## src/rtl/mem_bus_arbiter_if.sv

```systemverilog
// Bundle of pipeline-side request/response signals and SRAM pins for mem_bus_arbiter.
// The arbiter takes the slave modport; the pipeline/SRAM environment takes master.
interface mem_bus_arbiter_if;
    // Handshake: a requester raises *_ce_i with its fields and holds them stable until
    // the matching *_ready_o one-cycle pulse; the request seen in that pulse cycle is stale.
    logic        inst_ce_i;
    logic [31:0] inst_addr_i;
    logic [31:0] inst_data_o;
    logic        inst_ready_o;

    logic        data_ce_i;
    logic        data_we_i;
    logic [3:0]  data_sel_i;
    logic [31:0] data_addr_i;
    logic [31:0] data_wdata_i;
    logic [31:0] data_rdata_o;
    logic        data_ready_o;

    logic        stall_req_o;

    logic        sram_ce_o;
    logic        sram_we_o;
    logic [3:0]  sram_sel_o;
    logic [31:0] sram_addr_o;
    logic [31:0] sram_wdata_o;
    logic [31:0] sram_rdata_i;

    logic [0:0]  dbg_state_o;

    modport slave (
        input  inst_ce_i, inst_addr_i,
        input  data_ce_i, data_we_i, data_sel_i, data_addr_i, data_wdata_i,
        input  sram_rdata_i,
        output inst_data_o, inst_ready_o,
        output data_rdata_o, data_ready_o,
        output stall_req_o,
        output sram_ce_o, sram_we_o, sram_sel_o, sram_addr_o, sram_wdata_o,
        output dbg_state_o
    );

    modport master (
        output inst_ce_i, inst_addr_i,
        output data_ce_i, data_we_i, data_sel_i, data_addr_i, data_wdata_i,
        output sram_rdata_i,
        input  inst_data_o, inst_ready_o,
        input  data_rdata_o, data_ready_o,
        input  stall_req_o,
        input  sram_ce_o, sram_we_o, sram_sel_o, sram_addr_o, sram_wdata_o,
        input  dbg_state_o
    );
endinterface

```

## src/rtl/mem_bus_arbiter.sv

```systemverilog
// Shares one single-port SRAM between instruction fetch and the MEM stage, holding each
// access for WAIT_CYCLES cycles and alternating grants when both sides contend.
module mem_bus_arbiter #(
    parameter int WAIT_CYCLES = 2
) (
    input logic              clk,
    input logic              rst,
    mem_bus_arbiter_if.slave bus
);

    localparam int               CNT_W    = $clog2(WAIT_CYCLES) + 1;
    localparam logic [CNT_W-1:0] CNT_LAST = CNT_W'(WAIT_CYCLES - 1);

    localparam logic [0:0] S_IDLE = 1'b0;
    localparam logic [0:0] S_BUSY = 1'b1;

    localparam logic G_INST = 1'b0;
    localparam logic G_DATA = 1'b1;

    logic [0:0]       state_q, state_d;
    logic [CNT_W-1:0] cnt_q, cnt_d;
    logic             last_q, last_d;
    logic             cur_q, cur_d;

    logic             inst_ready_q, inst_ready_d;
    logic             data_ready_q, data_ready_d;
    logic [31:0]      inst_data_q, inst_data_d;
    logic [31:0]      data_rdata_q, data_rdata_d;

    logic             sram_ce_q, sram_ce_d;
    logic             sram_we_q, sram_we_d;
    logic [3:0]       sram_sel_q, sram_sel_d;
    logic [31:0]      sram_addr_q, sram_addr_d;
    logic [31:0]      sram_wdata_q, sram_wdata_d;

    logic             inst_elig;
    logic             data_elig;
    logic             pick_data;

    // A request still asserted in its own ready cycle has already been served.
    assign inst_elig = bus.inst_ce_i & ~inst_ready_q;
    assign data_elig = bus.data_ce_i & ~data_ready_q;
    assign pick_data = data_elig & (~inst_elig | (last_q == G_INST));

    always_comb begin
        state_d      = state_q;
        cnt_d        = cnt_q;
        last_d       = last_q;
        cur_d        = cur_q;
        inst_ready_d = 1'b0;
        data_ready_d = 1'b0;
        inst_data_d  = inst_data_q;
        data_rdata_d = data_rdata_q;
        sram_ce_d    = sram_ce_q;
        sram_we_d    = sram_we_q;
        sram_sel_d   = sram_sel_q;
        sram_addr_d  = sram_addr_q;
        sram_wdata_d = sram_wdata_q;

        case (state_q)
            S_IDLE: begin
                sram_ce_d    = 1'b0;
                sram_we_d    = 1'b0;
                sram_sel_d   = 4'b0000;
                sram_addr_d  = 32'h0;
                sram_wdata_d = 32'h0;
                if (inst_elig || data_elig) begin
                    state_d   = S_BUSY;
                    cnt_d     = '0;
                    last_d    = pick_data;
                    cur_d     = pick_data;
                    sram_ce_d = 1'b1;
                    if (pick_data) begin
                        sram_we_d    = bus.data_we_i;
                        sram_sel_d   = bus.data_sel_i;
                        sram_addr_d  = bus.data_addr_i;
                        sram_wdata_d = bus.data_wdata_i;
                    end else begin
                        sram_we_d    = 1'b0;
                        sram_sel_d   = 4'b1111;
                        sram_addr_d  = bus.inst_addr_i;
                        sram_wdata_d = 32'h0;
                    end
                end
            end

            S_BUSY: begin
                // Pins stay frozen; the read word is only valid in the final wait cycle.
                if (cnt_q == CNT_LAST) begin
                    state_d      = S_IDLE;
                    cnt_d        = '0;
                    sram_ce_d    = 1'b0;
                    sram_we_d    = 1'b0;
                    sram_sel_d   = 4'b0000;
                    sram_addr_d  = 32'h0;
                    sram_wdata_d = 32'h0;
                    if (cur_q == G_INST) begin
                        inst_ready_d = 1'b1;
                        inst_data_d  = bus.sram_rdata_i;
                    end else begin
                        data_ready_d = 1'b1;
                        if (!sram_we_q) begin
                            data_rdata_d = bus.sram_rdata_i;
                        end
                    end
                end else begin
                    cnt_d = cnt_q + CNT_W'(1);
                end
            end

            default: begin
                state_d      = S_IDLE;
                cnt_d        = '0;
                sram_ce_d    = 1'b0;
                sram_we_d    = 1'b0;
                sram_sel_d   = 4'b0000;
                sram_addr_d  = 32'h0;
                sram_wdata_d = 32'h0;
            end
        endcase
    end

    // Reset aborts any access in flight; last_q starts at INST so data wins the first tie.
    always_ff @(posedge clk) begin
        if (rst) begin
            state_q      <= S_IDLE;
            cnt_q        <= '0;
            last_q       <= G_INST;
            cur_q        <= G_INST;
            inst_ready_q <= 1'b0;
            data_ready_q <= 1'b0;
            inst_data_q  <= 32'h0;
            data_rdata_q <= 32'h0;
            sram_ce_q    <= 1'b0;
            sram_we_q    <= 1'b0;
            sram_sel_q   <= 4'b0000;
            sram_addr_q  <= 32'h0;
            sram_wdata_q <= 32'h0;
        end else begin
            state_q      <= state_d;
            cnt_q        <= cnt_d;
            last_q       <= last_d;
            cur_q        <= cur_d;
            inst_ready_q <= inst_ready_d;
            data_ready_q <= data_ready_d;
            inst_data_q  <= inst_data_d;
            data_rdata_q <= data_rdata_d;
            sram_ce_q    <= sram_ce_d;
            sram_we_q    <= sram_we_d;
            sram_sel_q   <= sram_sel_d;
            sram_addr_q  <= sram_addr_d;
            sram_wdata_q <= sram_wdata_d;
        end
    end

    assign bus.inst_data_o  = inst_data_q;
    assign bus.inst_ready_o = inst_ready_q;
    assign bus.data_rdata_o = data_rdata_q;
    assign bus.data_ready_o = data_ready_q;
    assign bus.sram_ce_o    = sram_ce_q;
    assign bus.sram_we_o    = sram_we_q;
    assign bus.sram_sel_o   = sram_sel_q;
    assign bus.sram_addr_o  = sram_addr_q;
    assign bus.sram_wdata_o = sram_wdata_q;
    assign bus.dbg_state_o  = state_q;

    // Stall stays combinational so the pipeline freezes in the same cycle it requests.
    assign bus.stall_req_o = (bus.data_ce_i & ~data_ready_q) | (bus.inst_ce_i & ~inst_ready_q);

endmodule
```

## src/flat_wrapper.sv

```systemverilog
// flat-port wrapper written by rule: the top's interface ports become plain ports
module mem_bus_arbiter_flat 
#(
    parameter int WAIT_CYCLES = 2
)
  (clk, rst, bus_inst_ce_i, bus_inst_addr_i, bus_data_ce_i, bus_data_we_i, bus_data_sel_i, bus_data_addr_i, bus_data_wdata_i, bus_sram_rdata_i, bus_inst_data_o, bus_inst_ready_o, bus_data_rdata_o, bus_data_ready_o, bus_stall_req_o, bus_sram_ce_o, bus_sram_we_o, bus_sram_sel_o, bus_sram_addr_o, bus_sram_wdata_o, bus_dbg_state_o);
  mem_bus_arbiter_if bus_i ();
  input logic clk;
  input logic rst;
  input wire logic [$bits(bus_i.inst_ce_i)-1:0] bus_inst_ce_i;
  input wire logic [$bits(bus_i.inst_addr_i)-1:0] bus_inst_addr_i;
  input wire logic [$bits(bus_i.data_ce_i)-1:0] bus_data_ce_i;
  input wire logic [$bits(bus_i.data_we_i)-1:0] bus_data_we_i;
  input wire logic [$bits(bus_i.data_sel_i)-1:0] bus_data_sel_i;
  input wire logic [$bits(bus_i.data_addr_i)-1:0] bus_data_addr_i;
  input wire logic [$bits(bus_i.data_wdata_i)-1:0] bus_data_wdata_i;
  input wire logic [$bits(bus_i.sram_rdata_i)-1:0] bus_sram_rdata_i;
  output wire logic [$bits(bus_i.inst_data_o)-1:0] bus_inst_data_o;
  output wire logic [$bits(bus_i.inst_ready_o)-1:0] bus_inst_ready_o;
  output wire logic [$bits(bus_i.data_rdata_o)-1:0] bus_data_rdata_o;
  output wire logic [$bits(bus_i.data_ready_o)-1:0] bus_data_ready_o;
  output wire logic [$bits(bus_i.stall_req_o)-1:0] bus_stall_req_o;
  output wire logic [$bits(bus_i.sram_ce_o)-1:0] bus_sram_ce_o;
  output wire logic [$bits(bus_i.sram_we_o)-1:0] bus_sram_we_o;
  output wire logic [$bits(bus_i.sram_sel_o)-1:0] bus_sram_sel_o;
  output wire logic [$bits(bus_i.sram_addr_o)-1:0] bus_sram_addr_o;
  output wire logic [$bits(bus_i.sram_wdata_o)-1:0] bus_sram_wdata_o;
  output wire logic [$bits(bus_i.dbg_state_o)-1:0] bus_dbg_state_o;
  assign bus_i.inst_ce_i = bus_inst_ce_i;
  assign bus_i.inst_addr_i = bus_inst_addr_i;
  assign bus_i.data_ce_i = bus_data_ce_i;
  assign bus_i.data_we_i = bus_data_we_i;
  assign bus_i.data_sel_i = bus_data_sel_i;
  assign bus_i.data_addr_i = bus_data_addr_i;
  assign bus_i.data_wdata_i = bus_data_wdata_i;
  assign bus_i.sram_rdata_i = bus_sram_rdata_i;
  assign bus_inst_data_o = bus_i.inst_data_o;
  assign bus_inst_ready_o = bus_i.inst_ready_o;
  assign bus_data_rdata_o = bus_i.data_rdata_o;
  assign bus_data_ready_o = bus_i.data_ready_o;
  assign bus_stall_req_o = bus_i.stall_req_o;
  assign bus_sram_ce_o = bus_i.sram_ce_o;
  assign bus_sram_we_o = bus_i.sram_we_o;
  assign bus_sram_sel_o = bus_i.sram_sel_o;
  assign bus_sram_addr_o = bus_i.sram_addr_o;
  assign bus_sram_wdata_o = bus_i.sram_wdata_o;
  assign bus_dbg_state_o = bus_i.dbg_state_o;
  mem_bus_arbiter #(.WAIT_CYCLES(WAIT_CYCLES)) u_core (.clk(clk), .rst(rst), .bus(bus_i));
endmodule
```

## config.mk

```make
export PLATFORM = sky130hd
export DESIGN_NAME = mem_bus_arbiter_flat
export DESIGN_NICKNAME = d
export VERILOG_FILES = /design/src/rtl/mem_bus_arbiter_if.sv /design/src/rtl/mem_bus_arbiter.sv /design/src/flat_wrapper.sv
export SDC_FILE = /design/constraint.sdc
export NUM_CORES = 1
export LEC_CHECK = 0
export BUFFER_PORTS_ARGS = -buffer_cell sky130_fd_sc_hd__buf_2
export CAP_MARGIN = 20
export CORE_ASPECT_RATIO = 1.1
export CORE_MARGIN = 3
export CORE_UTILIZATION = 40
export CTS_CLUSTER_SIZE = 10
export DETAILED_ROUTE_END_ITERATION = 10
export PLACE_DENSITY = 0.83
export SLEW_MARGIN = 40
export SYNTH_ARGS = -nofsm -noshare
export SYNTH_HDL_FRONTEND = slang
export SYNTH_SLANG_ARGS = --single-unit
export TNS_END_PERCENT = 50
```

## constraint.sdc

```tcl
create_clock -name clk -period 1.3 [get_ports clk]
set_input_delay 0.13 -clock clk [delete_from_list [all_inputs] [get_ports clk]]
set_output_delay 0.13 -clock clk [all_outputs]
set_load 0.05 [all_outputs]
```

==> flow_metrics.py <==
metrics = {
    "outcome": {
        "status": "finished, violations left",
        "violations": "negative setup slack",
    },
    "global_route": {
        "grt_pass1_vias": 5650,
        "track_usage_pct": 24.78,
        "grt_pass1_wl_mm": 27.50,
        "grt_max_degree": 41,
        "antenna_found_initial": 0,
        "grt_overflow_total": 0,
    },
    "job": {
        "maxCapViolations": 0,
    },
    "sta": {
        "rsz0062_at_grt": "yes",
        "period_share_pct": 113.0,
        "tightest_slew_ps": 407.2,
        "hold_viol_final": 0,
        "max-slew-margin-rel_pct": 72.86,
        "setup_viol": 94,
        "fin_skew_ps": 13.77,
        "whs_ps": 14.51,
        "setup_slack_ps": -169.0,
        "report.final.slew_viol_count": 0,
        "finalCriticalPeriod_ps": 1469,
        "setup_tns_ps": -6627,
        "fmax_mhz": 680.7,
    },
    "critical_path": {
        "crit_type": "reg2out",
        "end_kind": "primary output",
        "crit_path_top_delay_cell": "dfxtp_4",
        "cp-start-kind": "register",
        "worstPathArrival_ps": 1340,
        "cpPeakStageDelay_ps": 330,
        "crit_chain": "nand2b_4 > o21a_1 > buf_6 > inv_4 > buf_8",
        "required_ps": 1170,
        "crit_fanout": 3,
    },
    "placement": {
        "place_congestion": 0.7661,
        "dp_slack_ps": -107.4,
        "port-buffer-count": 274,
        "dp.final_hpwl_mm": 10.32,
    },
    "yosys": {
        "synth.avg_cell_area_sq_um": 9.262,
        "synth_nets": 684,
        "synth_warnings": 0,
        "synth_seq_area_share_pct": 55.32,
        "synthesis.instances": 547,
        "syn-cell-area_sq_um": 5066,
        "ys_ff_latch": 140,
        "synth_cell_types": 28,
    },
    "cts": {
        "clock_latency_ps": 420,
        "clk_pin_slew_ps": 60,
        "cts_num_sinks": 140,
        "cts_made_buffers": 17,
        "cts_tree": "done",
        "cts_root_buf": "clkbuf_16",
        "htree_levels": 4,
        "clockBufferDepth": 2,
    },
    "detailed_routing": {
        "highest_layer": "met4",
        "met3_length_mm": 1.473,
        "wl_mm": 18.97,
        "vias_per_cell": 5.191,
        "drt_first_iter_violations": 423,
        "drc": 0,
        "met1Wirelength_mm": 6.885,
        "first_pass_iters": 5,
        "routed-wl-met2_mm": 9.773,
        "via_count": 5721,
        "ant_nets": 0,
        "wire_per_inst_microns": 17.21,
    },
    "power_and_ir_drop": {
        "leakagePower_nw": 4.001,
        "powerDensity_nw_per_um2": 1315,
        "ir_drop_v": 0.0009503,
    },
    "die": {
        "core_area_sq_um": 12190,
        "io_pins": 275,
        "die_h_microns": 124.0,
        "start_util_pct": 41.55,
        "die_w_microns": 113.3,
        "die-area_sq_um": 14050,
        "floorplan.rows": 42,
    },
    "final_layout": {
        "nNetsFinal": 1072,
        "area_growth_syn_to_layout_pct": 73.43,
        "final_core_util_pct": 72.06,
        "drive_gt1_share_pct": 43.04,
        "num_antenna_cells": 0,
        "fillCellCount": 787,
    },
    "min_path": {
        "min_path_type": "in2reg",
    },
}
==> worst max-delay path: cells and delay by family, from the launching register on <==
family                 cells  cell delay, ps
AO/OA/AOI/OAI              1             130
flip-flops                 1             330
buffers and inverters      3             320
AND/OR/NAND/NOR            1             140
==> cell usage after synthesis <==
cell,n,area [sq um]
nand2b_4,1,13.76
a21oi_1,68,340.3
nor2_2,1,6.260
or2_2,1,6.260
buf_2,21,105.1
buf_6,4,45.04
buf_4,4,30.03
a211oi_2,1,12.51
nor2_1,41,153.9
nand4b_1,1,8.760
o21ai_0,1,5.000
mux2i_1,32,320.3
nor2b_2,1,8.760
nand2b_1,3,18.77
nand2_1,130,488.0
a21o_1,1,7.510
o21a_1,2,15.01
or2_1,2,12.51
inv_1,2,7.510
a22oi_1,33,247.7
and2_1,1,6.260
clkbuf_1,14,52.55
dfxtp_1,140,2803
or3_1,1,6.260
nand3b_1,2,15.01
buf_1,2,7.510
o2bb2ai_1,36,315.3
nor3b_1,1,7.510
==> metrics by stage <==
stage                     area, sq um  total power [mW]  std cells
final                            8786             11.56       1102
after global routing             8786             11.94       1102
after CTS                        8541             11.45       1098
after detailed placement         6718             6.442        953
after global placement           6718             6.421        953
after floorplan                  5116             5.855        547
==> state kept, by name, indices dropped and copies added, names as in the netlist, 2 cells and up <==
name                     flops
u_core.cnt_q                 2
u_core.bus.data_rdata_o     32
u_core.bus.inst_data_o      32
u_core.bus.sram_wdata_o     32
u_core.bus.sram_addr_o      32
u_core.bus.sram_sel_o        4
==> cell type report <==
cell class	instances	area (sq um)	share of cell area, %
clock buffers	23	509.2	5.796
clock inverters	9	82.58	0.9399
inverters	2	10.01	0.1139
multi-input cells	360	2272	25.86
flip-flops and latches	140	2818	32.07
well taps	154	192.7	2.193
repair buffers	414	2902	33.02
==> placed cells by master (no fill, tap or decap), types with 2 or more instances in the layout <==
cell type        n
mux2i_1         30
buf_4           18
o2bb2ai_2        8
nor2_1          39
nand2_1        120
a22oi_2         14
clkbuf_16       19
a21oi_2         20
nor2_2           2
nand2b_1         3
o21a_1           2
dlygate4sd3_1  108
buf_16           2
nand3b_1         2
clkbuf_8         4
dfxtp_1        134
a21oi_1         48
a22oi_1         19
clkinvlp_4       2
o2bb2ai_1       28
clkinv_2         4
buf_6            3
or2_4            2
buf_12          10
dfxtp_2          3
mux2i_2          2
nand2_2         10
buf_2          271
dfxtp_4          3
==> what timing repair did <==
| item | CTS | global route |
|---|---|---|
| resized for setup | 24 | 47 |
| hold buffers | 108 | 0 |
| endpoints found under the setup margin | 102 | 112 |
| hold endpoints to repair | 123 | 0 |
| buffers inserted | 3 | 3 |
| gates cloned | 2 | 1 |
| pin swaps | 5 | 14 |
==> power by group <==
part | switching [mW] | internal [mW] | leakage (nW) | total [mW]
Combinational | 1.36 | 0.852 | 2.57 | 2.21
Sequential | 0.124 | 4.49 | 1.14 | 4.61
Clock | 1.79 | 2.94 | 0.290 | 4.73
==> logic make-up (layout without fill, tap and decap cells) <==
group,after synthesis,after routing,share of synthesized area (%)
AO/OA/AOI/OAI,142,142,18.62
buffers and inverters,47,448,4.890
flip-flops,140,140,55.32
multiplexers,32,32,6.323
AND/OR/NAND/NOR,186,186,14.84
==> worst paths after layout <==
kind,startpoint,to,slack [ps],cells after the start
worst max-delay path,u_core.bus.data_ready_o,bus_stall_req_o,-170,5
worst min-delay path,bus_data_addr_i[23],u_core.bus.sram_addr_o[23],10,3
worst max register to register,u_core.bus.data_ready_o,u_core.bus.sram_sel_o[3],-140,5
worst min register to register,u_core.bus.inst_data_o[2],u_core.bus.inst_data_o[2],450,2
==> metal layers <==
| metal | vias up | GRT usage [%] |
|---|---|---|
| li1 | 2647 | - |
| met1 | 2665 | 25.81 |
| met2 | 337 | 44.15 |
| met3 | 72 | 7.337 |
| met4 | 0 | 14.95 |
| met5 | - | 0 |
Power figures use the tool's default switching activity.
